### src/rtl/uart_rx_fifo_param.sv
`default_nettype none
// +--------------------------------------------------------------------------+
// | Module      : uart_rx_fifo_param                                         |
// | Description : UART receive FIFO with watermark interrupt, sticky         |
// |               overflow flag and optional idle timeout interrupt          |
// |               (enabled by macro UART_RX_FIFO_TIMEOUT_EN).                |
// | Revision    : 1.0 - initial release                                      |
// +--------------------------------------------------------------------------+
module uart_rx_fifo_param #(
  parameter int DATA_W = 8,
  parameter int DEPTH  = 16,
  parameter int AW     = $clog2(DEPTH)
) (
  input  logic              clk_i,
  input  logic              rst_ni,
  input  logic [DATA_W-1:0] data_i,
  input  logic              wr_en,
  input  logic              rd_en,
  input  logic              clr_i,
  input  logic [AW:0]       thresh_i,
`ifdef UART_RX_FIFO_TIMEOUT_EN
  input  logic [15:0]       timeout_i,
  output logic              intr_timeout_o,
`endif
  output logic [DATA_W-1:0] data_o,
  output logic [AW:0]       count_o,
  output logic              full_o,
  output logic              empty_o,
  output logic              intr_thresh_o,
  output logic              overflow_o,
  output logic              rd_valid_o
);

  localparam logic [AW:0] c_depth = (AW+1)'(DEPTH);

  logic [DATA_W-1:0] r_mem [DEPTH];
  logic [AW-1:0]     r_wr_ptr;
  logic [AW-1:0]     r_rd_ptr;
  logic [AW:0]       r_count;
  logic [DATA_W-1:0] r_data;
  logic              r_overflow;
  logic              r_intr_thresh;
  logic              r_rd_valid;

  logic w_full;
  logic w_empty;
  logic w_rd_acc;
  logic w_wr_acc;

  assign w_full   = (r_count == c_depth);
  assign w_empty  = (r_count == '0);
  assign w_rd_acc = rd_en && !w_empty;
  // A read in the same cycle frees the slot, so a write at full is still taken.
  assign w_wr_acc = wr_en && (!w_full || w_rd_acc);

  // Storage is not reset; a flush leaves the contents untouched.
  always_ff @(posedge clk_i) begin
    if (w_wr_acc && !clr_i) begin
      r_mem[r_wr_ptr] <= data_i;
    end
  end

  always_ff @(posedge clk_i or negedge rst_ni) begin
    if (!rst_ni) begin
      r_wr_ptr      <= '0;
      r_rd_ptr      <= '0;
      r_count       <= '0;
      r_data        <= '0;
      r_overflow    <= 1'b0;
      r_intr_thresh <= 1'b0;
      r_rd_valid    <= 1'b0;
    end else if (clr_i) begin
      r_wr_ptr      <= '0;
      r_rd_ptr      <= '0;
      r_count       <= '0;
      r_overflow    <= 1'b0;
      r_intr_thresh <= 1'b0;
      r_rd_valid    <= 1'b0;
    end else begin
      r_rd_valid    <= w_rd_acc;
      r_intr_thresh <= (thresh_i != '0) && (r_count >= thresh_i);
      if (wr_en && !w_wr_acc) begin
        r_overflow <= 1'b1;
      end
      if (w_wr_acc) begin
        r_wr_ptr <= r_wr_ptr + 1'b1;
      end
      if (w_rd_acc) begin
        r_rd_ptr <= r_rd_ptr + 1'b1;
        r_data   <= r_mem[r_rd_ptr];
      end
      case ({w_wr_acc, w_rd_acc})
        2'b10:   r_count <= r_count + 1'b1;
        2'b01:   r_count <= r_count - 1'b1;
        default: r_count <= r_count;
      endcase
    end
  end

`ifdef UART_RX_FIFO_TIMEOUT_EN
  logic [15:0] r_idle;
  logic        r_intr_timeout;

  always_ff @(posedge clk_i or negedge rst_ni) begin
    if (!rst_ni) begin
      r_idle         <= '0;
      r_intr_timeout <= 1'b0;
    end else begin
      r_intr_timeout <= (timeout_i != '0) && (r_idle >= timeout_i);
      if (w_wr_acc || w_rd_acc || clr_i || w_empty) begin
        r_idle <= '0;
      end else if (r_idle != 16'hFFFF) begin
        r_idle <= r_idle + 16'd1;
      end
    end
  end

  assign intr_timeout_o = r_intr_timeout;
`endif

  assign data_o        = r_data;
  assign count_o       = r_count;
  assign full_o        = w_full;
  assign empty_o       = w_empty;
  assign intr_thresh_o = r_intr_thresh;
  assign overflow_o    = r_overflow;
  assign rd_valid_o    = r_rd_valid;

endmodule
`default_nettype wire

### config.mk
export PLATFORM = sky130hd
export DESIGN_NAME = uart_rx_fifo_param
export DESIGN_NICKNAME = d
export VERILOG_FILES = /design/src/rtl/uart_rx_fifo_param.sv
export SDC_FILE = /design/constraint.sdc
export NUM_CORES = 1
export LEC_CHECK = 0
export CAP_MARGIN = 10
export CORE_MARGIN = 2
export CORE_UTILIZATION = 56
export CTS_BUF_LIST = sky130_fd_sc_hd__clkbuf_8
export DETAILED_ROUTE_END_ITERATION = 7
export PLACE_DENSITY = 0.88
export SLEW_MARGIN = 20
export SYNTH_ARGS = -nofsm -noshare
export SYNTH_HDL_FRONTEND = slang
export SYNTH_SLANG_ARGS = --single-unit
### constraint.sdc
create_clock -name clk_i -period 2.4 [get_ports clk_i]
set_input_delay 0.36 -clock clk_i [delete_from_list [all_inputs] [get_ports clk_i]]
set_output_delay 0.36 -clock clk_i [all_outputs]
set_load 0.01 [all_outputs]
==> summary.md <==
| Metric | Value |
|---|---|
| Initial antenna violation count | `0` |
| # nets final | `466` |
| Die outline height | `between 100 and 150 um` |
| Final hold violation count | `0` |
| H-tree depth | `4` |
| Worst rel slew slack | `0.586` |
| Layout cell share with drive strength beyond 1 | `0.302` |
| Final setup margin | `-0.0782 ns` |
| TritonRoute pass-1 iters | `4` |
| Startpoint Class | `flop` |
| Worst r2r src | `count_o[0]$_DFFE_PN0P_` |
| Vias/cell | `around 6` |
| Syn_area_per_cell | `around 18 um2` |
| Dpl hpwl | `8.50 mm` |
| R2r worst-path depth | `11` |
| Slew Viols, Final | `0` |
| Synthesized Nets | `392` |
| Top_reg_cell synth | `edfxtp_1` |
| Top area cells in the synthesized netlist | `edfxtp_1 (60%), mux4_2 (11%), dfrtp_1 (9.4%), mux2i_1 (2.7%), ha_1 (2.6%)` |
| # diodes | `0` |
| Cell Rows | `38` |
| I/O pins | `36` |
| Final GP Congestion | `0.789` |
| Mapped Cells | `360` |
| PwrDens | `~900 nW/um2` |
| CTS sink count | `between 150 and 200` |
| # setup viols final | `3` |
| Fmax | `between 400 and 500 MHz` |
| Post-Route WL | `12.7 mm` |
| Die area | `~12,000 um2` |
| Failing checks | `setup timing` |
| Initial Utilization | `0.581` |
| Cts hold-fix bufs | `0` |
| Pin count of the biggest net entering global routing | `25` |
| Register bit total from synthesis | `about 150` |
| Clk Latency, worst-skew pair | `around 0.45 ns` |
| Mapped Area | `approximately 6400 um2` |
| Ys async rst share | `0.158` |
| Max-Cap Viols | `0` |
| Final Util | `0.695` |
| VDD IR-drop max | `about 0.50 mV` |
| Number of global-route vias before repair | `roughly 3,600` |
| WHS | `roughly 0.27 ns` |
| Crit path DAT | `2.85 ns` |
| YS warnings | `0` |
| Most frequent cell after synthesis | `edfxtp_1` |
| Vias | `roughly 3,500` |
| Synth top area share | `0.603` |
| Register Area | `between 4000 and 5000 um2` |
| Reg-to-reg endpoint | `count_o[4]$_DFFE_PN0P_` |
| Post-synth EDFFs | `128` |
| Residual DRC count | `0` |
| Total grt overflow | `0` |
| Post-placement worst setup slack | `-0.0903 ns` |
| Synth area leader | `edfxtp_1` |
| GRT Total Usage | `0.218` |
| Power, Total | `6840 uW` |
| Worst-path clk slew | `approximately 0.090 ns` |
| Port Buf Inserts | `35` |
| Flop-to-flop setup slack | `-0.08 ns` |
| Netlist cell types | `~40` |
| Top post-synthesis cells by count | `edfxtp_1 (128), nor2_1 (39), mux4_2 (32)` |
| Clk root buf | `clkbuf_8` |
| Fillcell total | `roughly 670` |
| CTS Buf Count | `17` |
| Routed Antenna Nets | `0` |
| Core area | `about 11,000 um2` |
| Clk buf depth | `2` |
| CP Data Required Time | `2.77 ns` |
| Setup Skew | `between 0.01 and 0.015 ns` |
| Outcome | `finished with violations` |
| Least-Margin Pin Slew | `approximately 0.62 ns` |
| Post-synthesis sequential area ratio | `0.697` |
| Setup Crit Path Kind | `reg2reg` |
| Tcrit/Tclk final | `1.03` |
| Wire per inst | `approximately 22 um` |
| Pleak | `0.00264 uW` |
| Worst setup path start | `count_o[0]$_DFFE_PN0P_` |
| DRT iter0 DRCs | `approximately 270` |
| CP Capture Type | `flop` |
| Multi-input gate area | `1860 um2` |
| First-pass GRT wire length | `~20 mm` |
| Tmin final | `2.48 ns` |
| Crit Path Max Fanout | `5` |
| Hold crit path type | `in2async` |
| RSZ-0062 raised after global routing | `yes` |
| Critical path capture point | `count_o[4]$_DFFE_PN0P_` |
| Area grow syn2layout | `19.6%` |
| Aggregate negative setup slack | `-0.164 ns` |
| Clock tree from TritonCTS | `built` |
| Die Span X | `111 um` |
==> cell type report <==
class,instances,area share
Timing Repair Buffer,74,0.0881
Tap cell,140,0.0230
Multi-Input combinational cell,176,0.243
Sequential cell,152,0.583
Clock inverter,15,0.0249
Clock buffer,17,0.0307
Inverter,13,0.00738
==> sequential cells by signal (all words and copies together) (netlist names) <==
name           count
data_o             8
intr_thresh_o      1
count_o            5
r_mem            128
r_wr_ptr           4
r_rd_ptr           4
overflow_o         1
rd_valid_o         1
==> routing by layer <==
| metal | GRT usage | vias to the layer above | part of all wire |
|---|---|---|---|
| met3 | 0.0514 | 18 | 0.062 |
| met4 | 0.0775 | 0 | 0.016 |
| met2 | 0.373 | 129 | 0.52 |
| met1 | 0.275 | 1796 | 0.40 |
| li1 | - | 1540 | - |
| met5 | 0 | - | 0 |
==> worst max-delay path: stages (launching register included) <==
cell	delay [ns]
dfrtp_1	0.39
or4_4	0.54
buf_6	0.14
o21ai_4	0.13
or2_4	0.15
inv_4	0.05
ha_4	0.22
nor2_4	0.11
a21oi_4	0.06
or3_1	0.33
a21o_1	0.17
a21oi_1	0.12
==> per-stage QoR <==
step | std cells | instance area [um2]
2_1_floorplan | 360 | 6420
5_1_grt | 587 | 7630
3_3_place_gp | 553 | 7150
3_5_place_dp | 553 | 7150
6_report | 587 | 7630
4_1_cts | 587 | 7600
==> power breakdown <==
group	leakage [uW]	switching (uW)	internal (uW)
combinational	0.000967	828	862
clock	0.000211	1010	1050
sequential	0.00146	89.9	3000
==> worst min path at each step <==
stage,slack (ns),endpoint,from
2_1_floorplan,0.06,count_o[0]$_DFFE_PN0P_,rst_ni
3_3_place_gp,0.48,overflow_o$_DFFE_PN0P_,overflow_o$_DFFE_PN0P_
3_5_place_dp,0.48,data_o[2]$_DFFE_PN0P_,data_o[2]$_DFFE_PN0P_
4_1_cts,0.26,r_rd_ptr[0]$_DFFE_PN0P_,rst_ni
5_1_grt,0.30,r_rd_ptr[0]$_DFFE_PN0P_,rst_ni
6_report,0.27,r_rd_ptr[0]$_DFFE_PN0P_,rst_ni
==> kinds of logic (layout without fill, tap and decap cells) <==
logic type,after synthesis,after routing,share of synthesized area
AO/OA/AOI/OAI,28,28,0.0396
buffers and inverters,32,119,0.0245
XOR/XNOR,9,9,0.0124
AND/OR/NAND/NOR,73,73,0.0532
adder cells (fa/ha/maj),14,14,0.0286
multiplexers,52,52,0.145
flip-flops,152,152,0.697
==> what timing repair did <==
action	CTS	global route
endpoints found under the setup margin	3	3
buffers inserted	2	0
pin swaps	3	0
resized for setup	6	5
==> layout by cell type (no fill, tap or decap), types with 5 or more instances in the layout <==
| cell | n |
|---|---|
| inv_1 | 11 |
| a21oi_1 | 7 |
| mux2i_1 | 17 |
| o221ai_2 | 8 |
| edfxtp_1 | 128 |
| dfrtp_1 | 22 |
| ha_1 | 10 |
| clkbuf_8 | 17 |
| buf_4 | 36 |
| xor2_1 | 6 |
| nor2_1 | 37 |
| nand2_1 | 15 |
| clkdlybuf4s50_1 | 33 |
| inv_6 | 5 |
| mux4_2 | 32 |
Power figures use the tool's default switching activity.
